### config.mk
export PLATFORM = sky130hd
export DESIGN_NAME = aes_mixcolumns_seq
export DESIGN_NICKNAME = d
export VERILOG_FILES = /design/src/rtl/aes_pkg.sv /design/src/rtl/aes_mix_single_column.sv /design/src/rtl/aes_mixcolumns_seq.sv
export SDC_FILE = /design/constraint.sdc
export NUM_CORES = 1
export LEC_CHECK = 0
export CORE_MARGIN = 8
export CORE_UTILIZATION = 50
export CTS_BUF_LIST = sky130_fd_sc_hd__clkbuf_4
export CTS_CLUSTER_SIZE = 8
export DETAILED_ROUTE_END_ITERATION = 10
export PLACE_DENSITY = 0.83
export SLEW_MARGIN = 10
export SYNTH_ARGS = -nofsm -noshare
export SYNTH_HDL_FRONTEND = slang
export SYNTH_HIERARCHICAL = 1
export SYNTH_SLANG_ARGS = --single-unit
### constraint.sdc
create_clock -name clk -period 3.3 [get_ports clk]
set_clock_uncertainty 0.1 [all_clocks]
set_input_delay 0.66 -clock clk [delete_from_list [all_inputs] [get_ports clk]]
set_output_delay 0.66 -clock clk [all_outputs]
set_load 0.01 [all_outputs]
### src/rtl/aes_pkg.sv
// Shared AES definitions: field constants, MixColumns FSM states and GF(2^8) helpers.
// Pure declarations; no clocked logic and no flow control.
package aes_pkg;

    localparam int          AES_STATE_W  = 128;
    localparam int          AES_COL_W    = 32;
    localparam logic [7:0]  AES_POLY_RED = 8'h1B;

    typedef enum logic [1:0] {
        IDLE = 2'd0,
        BUSY = 2'd1,
        DONE = 2'd2
    } aes_fsm_e;

    // xtime: multiply by x modulo x^8 + x^4 + x^3 + x + 1
    function automatic logic [7:0] gf_mul2(input logic [7:0] x);
        return {x[6:0], 1'b0} ^ (x[7] ? AES_POLY_RED : 8'h00);
    endfunction

    function automatic logic [7:0] gf_mul3(input logic [7:0] x);
        return gf_mul2(x) ^ x;
    endfunction

endpackage

### src/rtl/aes_mix_single_column.sv
// Forward MixColumns on one 32-bit column (top byte is row 0).
// Purely combinational, zero latency; no flow control.
module aes_mix_single_column
    import aes_pkg::*;
(
    input  logic [AES_COL_W-1:0] col_in,
    output logic [AES_COL_W-1:0] col_out
);

    logic [7:0] a0, a1, a2, a3;
    logic [7:0] b0, b1, b2, b3;

    always_comb begin
        a0 = col_in[31:24];
        a1 = col_in[23:16];
        a2 = col_in[15:8];
        a3 = col_in[7:0];
        b0 = gf_mul2(a0) ^ gf_mul3(a1) ^ a2          ^ a3;
        b1 = a0          ^ gf_mul2(a1) ^ gf_mul3(a2) ^ a3;
        b2 = a0          ^ a1          ^ gf_mul2(a2) ^ gf_mul3(a3);
        b3 = gf_mul3(a0) ^ a1          ^ a2          ^ gf_mul2(a3);
        col_out = {b0, b1, b2, b3};
    end

endmodule

### src/rtl/aes_mixcolumns_seq.sv
// Sequential AES MixColumns, one column per cycle through a shared mixer; 4-cycle latency.
// Accepts only in IDLE; result holds in DONE until out_ready, giving one block per 6 cycles max.
module aes_mixcolumns_seq
    import aes_pkg::*;
#(
    parameter bit ZERO_ON_IDLE = 1'b0
) (
    input  logic                   clk,
    input  logic                   rst_n,
    input  logic                   in_valid,
    output logic                   in_ready,
    input  logic [AES_STATE_W-1:0] in_data,
    input  logic                   in_bypass,
    output logic                   out_valid,
    input  logic                   out_ready,
    output logic [AES_STATE_W-1:0] out_data
);

    aes_fsm_e               fsm_q, fsm_d;
    logic [AES_STATE_W-1:0] state_q, state_d;
    logic [1:0]             col_q, col_d;
    logic                   bypass_q, bypass_d;
    logic                   in_ready_q, in_ready_d;
    logic                   out_valid_q, out_valid_d;

    logic [6:0]             col_lsb;
    logic [AES_COL_W-1:0]   col_sel;
    logic [AES_COL_W-1:0]   col_mix;

    // Column 0 lives in the top 32 bits, so the bit offset is (3 - col) * 32.
    always_comb begin
        col_lsb = {~col_q, 5'b0};
        col_sel = state_q[col_lsb +: AES_COL_W];
    end

    aes_mix_single_column u_mix (
        .col_in  (col_sel),
        .col_out (col_mix)
    );

    always_comb begin
        fsm_d       = fsm_q;
        state_d     = state_q;
        col_d       = col_q;
        bypass_d    = bypass_q;
        in_ready_d  = in_ready_q;
        out_valid_d = out_valid_q;
        case (fsm_q)
            IDLE: begin
                if (in_valid && in_ready_q) begin
                    fsm_d      = BUSY;
                    state_d    = in_data;
                    bypass_d   = in_bypass;
                    col_d      = 2'd0;
                    in_ready_d = 1'b0;
                end
            end
            BUSY: begin
                state_d[col_lsb +: AES_COL_W] = bypass_q ? col_sel : col_mix;
                if (col_q == 2'd3) begin
                    fsm_d       = DONE;
                    out_valid_d = 1'b1;
                end else begin
                    col_d = col_q + 2'd1;
                end
            end
            DONE: begin
                if (out_ready) begin
                    fsm_d       = IDLE;
                    out_valid_d = 1'b0;
                    in_ready_d  = 1'b1;
                end
            end
            default: begin
                fsm_d       = IDLE;
                in_ready_d  = 1'b1;
                out_valid_d = 1'b0;
            end
        endcase
    end

    always_ff @(posedge clk) begin
        if (!rst_n) begin
            fsm_q       <= IDLE;
            state_q     <= '0;
            col_q       <= 2'd0;
            bypass_q    <= 1'b0;
            in_ready_q  <= 1'b1;
            out_valid_q <= 1'b0;
        end else begin
            fsm_q       <= fsm_d;
            state_q     <= state_d;
            col_q       <= col_d;
            bypass_q    <= bypass_d;
            in_ready_q  <= in_ready_d;
            out_valid_q <= out_valid_d;
        end
    end

    assign in_ready  = in_ready_q;
    assign out_valid = out_valid_q;
    assign out_data  = (ZERO_ON_IDLE && !out_valid_q) ? '0 : state_q;

endmodule

== After elaboration in Yosys (flattened, before gate mapping) ==
Index checks and enable logic that the tools add are counted.
Word-level totals
  bits in registers: 135
  input bits: 133
  logic and storage cells: 71
Operators by class
  add/sub/neg operators: 2
  equality and inequality tests: 7
  shift-type cells: 3
  mux-type cells: 21
  bitwise operators: 23
  reductions and logical operators: 9
Operator list (count)
  case mux 128 bit (2 select lines): 1
  XOR 8 bit: 19
  bitwise mux 128 bit: 1
  two-way mux 128 bit: 1
  variable shift 32 x 9 -> 128 bit, first input constant: 1
  indexed part select 128 x 8 -> 32 bit: 1
  indexed part select 32 x 9 -> 128 bit: 1
  two-way mux 32 bit: 1
  two-way mux 5 bit: 4
  AND reduction 3 bit: 4
  two-way mux 2 bit: 5
  negation 7 -> 9 bit: 1
  != test 2 bit, second input constant: 4
  XOR 8 x 5 -> 8 bit: 1
  case mux 1 bit (3 select lines): 2
  case mux 2 bit (3 select lines): 1
  == test 2 bit, second input constant: 2
  two-way mux 1 bit: 4
  case mux 2 bit (2 select lines): 1
  AND reduction 2 bit: 2
  adder 2 x 1 -> 2 bit, second input constant: 1
  == test 2 x 1 -> 1 bit, second input constant: 1
  logical NOT 2 bit: 1
  inverter 1 bit: 2
  other kinds (3): 3

== Longest topological paths before layout ==
  word-level depth: 12
  gate-level depth with buffers: 11
  mapped depth without buffers: 7

== By module ==
The synthesis kept the hierarchy.
Modules (own cells, without submodules)
  aes_mixcolumns_seq: instances 1, cells an instance 956, area an instance 7790.0 sq um
  aes_mix_single_column: instances 1, cells an instance 81, area an instance 1337.5 sq um

== Worst setup path after synthesis ==
No wires, ideal clock.
  kind: register to register
  from: reg col_q[1]
  to: reg state_q[113], in the netlist out_data[113]
  data arrival time: 2315 ps
  data required time: 3075 ps
  slack: 760 ps
  stages on the path, launching flop included: 9
  path buffers: 1
  cell sequence: dfxtp_1 -> inv_2 -> buf_2 -> mux2i_1 -> xor3_2 -> xnor3_1 -> nor2b_1 -> o21ai_0 -> a21oi_1
Between the ends
  elaborated cells between the ends (all ways): 32
  those cells by class: add/sub (1); shift (3); mux (7); bitwise (21)
RTL lines
  start, declared: RTL line aes_mixcolumns_seq.sv:21  | logic [1:0] col_q, col_d;
  start signal, assigned: RTL line aes_mixcolumns_seq.sv:93  | col_q <= col_d;
  inverter 2 bit: RTL line aes_mixcolumns_seq.sv:32  | col_lsb = {~col_q, 5'b0};
  indexed part select 128 x 8 -> 32 bit: RTL line aes_mixcolumns_seq.sv:33  | col_sel = state_q[col_lsb +: AES_COL_W];
  named net col_sel[8]: RTL line aes_mixcolumns_seq.sv:27  | logic [AES_COL_W-1:0] col_sel;
  XOR 8 bit: RTL line aes_pkg.sv:17  | return {x[6:0], 1'b0} ^ (x[7] ? AES_POLY_RED : 8'h00);
  XOR 8 bit: RTL line aes_pkg.sv:21  | return gf_mul2(x) ^ x;
  XOR 8 bit (2 in series): RTL line aes_mix_single_column.sv:19  | b1 = a0 ^ gf_mul2(a1) ^ gf_mul3(a2) ^ a3;
  named net col_mix[17]: RTL line aes_mixcolumns_seq.sv:28  | logic [AES_COL_W-1:0] col_mix;
  two-way mux 32 bit: RTL line aes_mixcolumns_seq.sv:59  | state_d[col_lsb +: AES_COL_W] = bypass_q ? col_sel : col_mix;
  indexed part select 32 x 9 -> 128 bit: RTL line aes_mixcolumns_seq.sv:59
  bitwise mux 128 bit: RTL line aes_mixcolumns_seq.sv:59
  case mux 128 bit (2 select lines): RTL line aes_mixcolumns_seq.sv:48  | case (fsm_q)
  end signal, assigned: RTL line aes_mixcolumns_seq.sv:92  | state_q <= state_d;
  end, declared: RTL line aes_mixcolumns_seq.sv:20  | logic [AES_STATE_W-1:0] state_q, state_d;
The timed path passes the listed nets, and every way through them passes these cells.
A chain may end at the register's enable or synchronous reset.

== Worst setup path after layout ==
  from: reg col_q[0]
  to: reg state_q[75], in the netlist out_data[75]
Between the ends
  elaborated cells between the ends (all ways): 32
  those cells by class: add/sub (1); shift (3); mux (7); bitwise (21)
RTL lines
  inverter 2 bit: RTL line aes_mixcolumns_seq.sv:32
  indexed part select 128 x 8 -> 32 bit: RTL line aes_mixcolumns_seq.sv:33
  named net col_sel[7]: RTL line aes_mixcolumns_seq.sv:27
  two-way mux 5 bit: RTL line aes_pkg.sv:17
  XOR 8 bit: RTL line aes_pkg.sv:17
  XOR 8 bit: RTL line aes_pkg.sv:21
  XOR 8 bit: RTL line aes_mix_single_column.sv:20  | b2 = a0 ^ a1 ^ gf_mul2(a2) ^ gf_mul3(a3);
  named net col_mix[11]: RTL line aes_mixcolumns_seq.sv:28
  two-way mux 32 bit: RTL line aes_mixcolumns_seq.sv:59
  indexed part select 32 x 9 -> 128 bit: RTL line aes_mixcolumns_seq.sv:59
  bitwise mux 128 bit: RTL line aes_mixcolumns_seq.sv:59
  case mux 128 bit (2 select lines): RTL line aes_mixcolumns_seq.sv:48
The timed path passes the listed nets, and every way through them passes these cells.

==> impl_metrics.tcl <==
set metrics [dict create \
    dieWidth_microns 151 \
    cts_tree "yes" \
    drive_gt1_frac 0.0719 \
    synth_warnings 6 \
    multiInputGateArea_sq_um 5900 \
    ys_ff_latch 135 \
    port-buffer-count 262 \
    wl_per_cell_microns 23.8 \
    wirelength_microns 35600 \
    vias_per_cell 6.56 \
    outcome "finished clean" \
    dieArea_sq_um 22800 \
    postCtsSetupBuffers 0 \
    avgSynthCellArea_sq_um 8.80 \
    gp_congestion 0.978 \
    synth-edff-count 0 \
    clock_sinks 135 \
    grt_pass1_wl_microns 54000 \
    regArea_sq_um 2710 \
    cp_max_fo 27 \
    r2r_slack_ns 0.20 \
    postLayoutCoreUtil 0.681 \
    path_class "reg2reg" \
    drc 0 \
    final-hold-violation-count 0 \
    synth_top_cells_by_area "dfxtp_1 (30%), o21ai_0 (12%), mux2i_1 (11%)" \
    hold_slack_ns 0.454 \
    drv_slew 0 \
    drt-pass1-iter-count 7 \
    leakagePower_nw 4.62 \
    synth_top_area_frac 0.296 \
    grt_overflow 0 \
    vias 9813 \
    hold_buffers 0 \
    dpl.hpwl_microns 25300 \
    rsz0062_at_grt "no" \
    cts-root-buf "clkbuf_4" \
    cts_buffer_depth 2 \
    die_h_microns 151 \
    fmax_ghz 0.323 \
    ios 263 \
    end_kind "flop" \
    cts_resized 0 \
    setup_viol 0 \
    area_delta_synth_final_pct 34.0 \
    required_ns 3.67 \
    htreeDepth 4 \
    final_antenna_net_count 0 \
    fin_setup_tns_ns 0 \
    finalWorstSetupSlack_ns 0.205 \
    yosys.area.top_type "dfxtp_1" \
    grt_pass1_vias 9749 \
    path_clk_slew_ns 0.12 \
    fin_nets 1390 \
    vdd_ir_drop_max_v 0.000284 \
    start_util 0.508 \
    tightest_slew_ns 0.946 \
    powerDensity_nw_per_um2 533 \
    rows 49 \
    grt_util_all_layers 0.300 \
    synth_nets 1174 \
    timing.final.crit_period_ns 3.10 \
    finalInstanceArea_sq_um 12200 \
    startpoint_type "flop" \
    cts_made_buffers 17 \
    grt_max_degree 136 \
    fill_cells 1467 \
    antenna_found_initial 1 \
    drt_iter0_markers 1029 \
    synth_flop_cell "dfxtp_1" \
    place_area_sq_um 11900 \
    max_slew_margin 0.351 \
    ys_seq_area_frac 0.296 \
    core_sq_um 18000 \
    clk_latency_ns 0.59 \
    synth_area_sq_um 9130 \
    drv_cap 0 \
    cp.arrival_ns 3.46 \
    synthDistinctLibCells 43 \
    pre_cts_slack_ns 0.329 \
    min_period_over_period 0.938 \
    synthCells 1037 \
    async_flop_share 0 \
    hp-class "reg2reg" \
]
power breakdown:
part	internal (mW)	switching, mW	total [mW]
sequential	1.82	0.185	2.00
clock	0.523	0.681	1.20
combinational	1.68	1.63	3.31
total	4.02	2.49	6.52
metrics by stage:
stage | std cells | power [mW]
after global placement | 1463 | 5.23
after detailed placement | 1463 | 5.25
after global routing | 1496 | 6.78
final | 1496 | 6.52
after floorplan | 1037 | 4.08
after CTS | 1495 | 6.45
per-layer routing:
layer	up-vias	part of all wire	wire, microns	global-route usage
li1	4366	-	-	-
met1	4590	0.39	13700	0.373
met2	736	0.47	16600	0.483
met3	121	0.11	3920	0.0723
met4	0	0.037	1330	0.137
met5	-	0	0	0
sequential cells by signal, indices dropped and copies added, names as in the netlist:
register / cells
out_valid: 1
fsm_q: 2
in_ready: 1
col_q: 2
out_data: 128
bypass_q: 1
synth_stat cells (2+ instances only):
cell type and number:
buf_4 9, xnor3_1 31, and3_4 2, o21ai_2 4, nor2b_1 32, buf_2 23
buf_8 2, xnor2_4 2, nand3b_1 4, clkbuf_2 7, xor2_1 13, nand2_1 5
nor2_1 4, o31ai_1 128, xor3_1 10, o22ai_2 2, and2_1 2, a21boi_0 2
o22ai_1 30, clkbuf_1 55, buf_1 9, o21ai_0 213, ha_1 4, xnor2_1 17
a21oi_1 131, mux2i_1 96, buf_6 3, dfxtp_1 135, o21ai_1 46, nand2b_1 3
worst paths after layout:
check / startpoint / end / cells after the start
setup / recovery: col_q[0] / out_data[75] / 9
hold / removal: out_data[111] / out_data[111] / 2
setup reg to reg: col_q[0] / out_data[75] / 9
hold reg to reg: out_data[111] / out_data[111] / 2
cells in the final DEF (no fill, tap or decap), types with 3 or more instances in the layout:
cell               n
nand2b_1           3
clkdlybuf4s50_1  261
clkinvlp_4         4
o21ai_0          213
xnor2_1           17
clkinv_1           3
o22ai_1           30
mux2i_1           96
nor2b_1           32
xor2_1            13
buf_4             36
o21ai_2            3
xnor3_1           31
dfxtp_1          133
o31ai_1          128
a21oi_1          131
nor2_1             4
buf_12             7
nand2_1            5
xor3_1            10
nand3b_1           4
bufinv_16          3
clkbuf_4          18
o21ai_1           46
ha_1               4
area by class of cell:
| class | instances | share of cell area |
|---|---|---|
| Multi-Input combinational cell | 792 | 0.483 |
| Timing Repair Buffer | 305 | 0.248 |
| Sequential cell | 135 | 0.222 |
| Tap cell | 229 | 0.0234 |
| Clock inverter | 14 | 0.0130 |
| Clock buffer | 18 | 0.0110 |
| Inverter | 2 | 0.000614 |
| Antenna cell | 1 | 0.000205 |
cell families (layout without fill, tap and decap cells):
| kind of cell | count (synthesis) | after routing | share of synthesized area |
|---|---|---|---|
| AOI/OAI and AO/OA | 558 | 558 | 0.350 |
| adders and majority gates | 4 | 4 | 0.00548 |
| buffers and inverters | 110 | 339 | 0.0580 |
| other | 0 | 1 | 0 |
| xor gates and xnor gates | 75 | 75 | 0.143 |
| and+or+nand+nor | 59 | 59 | 0.0426 |
| DFF | 135 | 135 | 0.296 |
| muxes | 96 | 96 | 0.105 |
critical path, cell delays in order (launching register included):
cell and delay (ns):
dfxtp_4 0.47, buf_12 0.25, mux2i_1 0.30, mux2i_1 0.13
buf_4 0.20, xnor2_1 0.49, xnor3_1 0.51, nor2b_1 0.18
o21ai_0 0.24, a21oi_1 0.09
(Power assumes the default switching activity.)
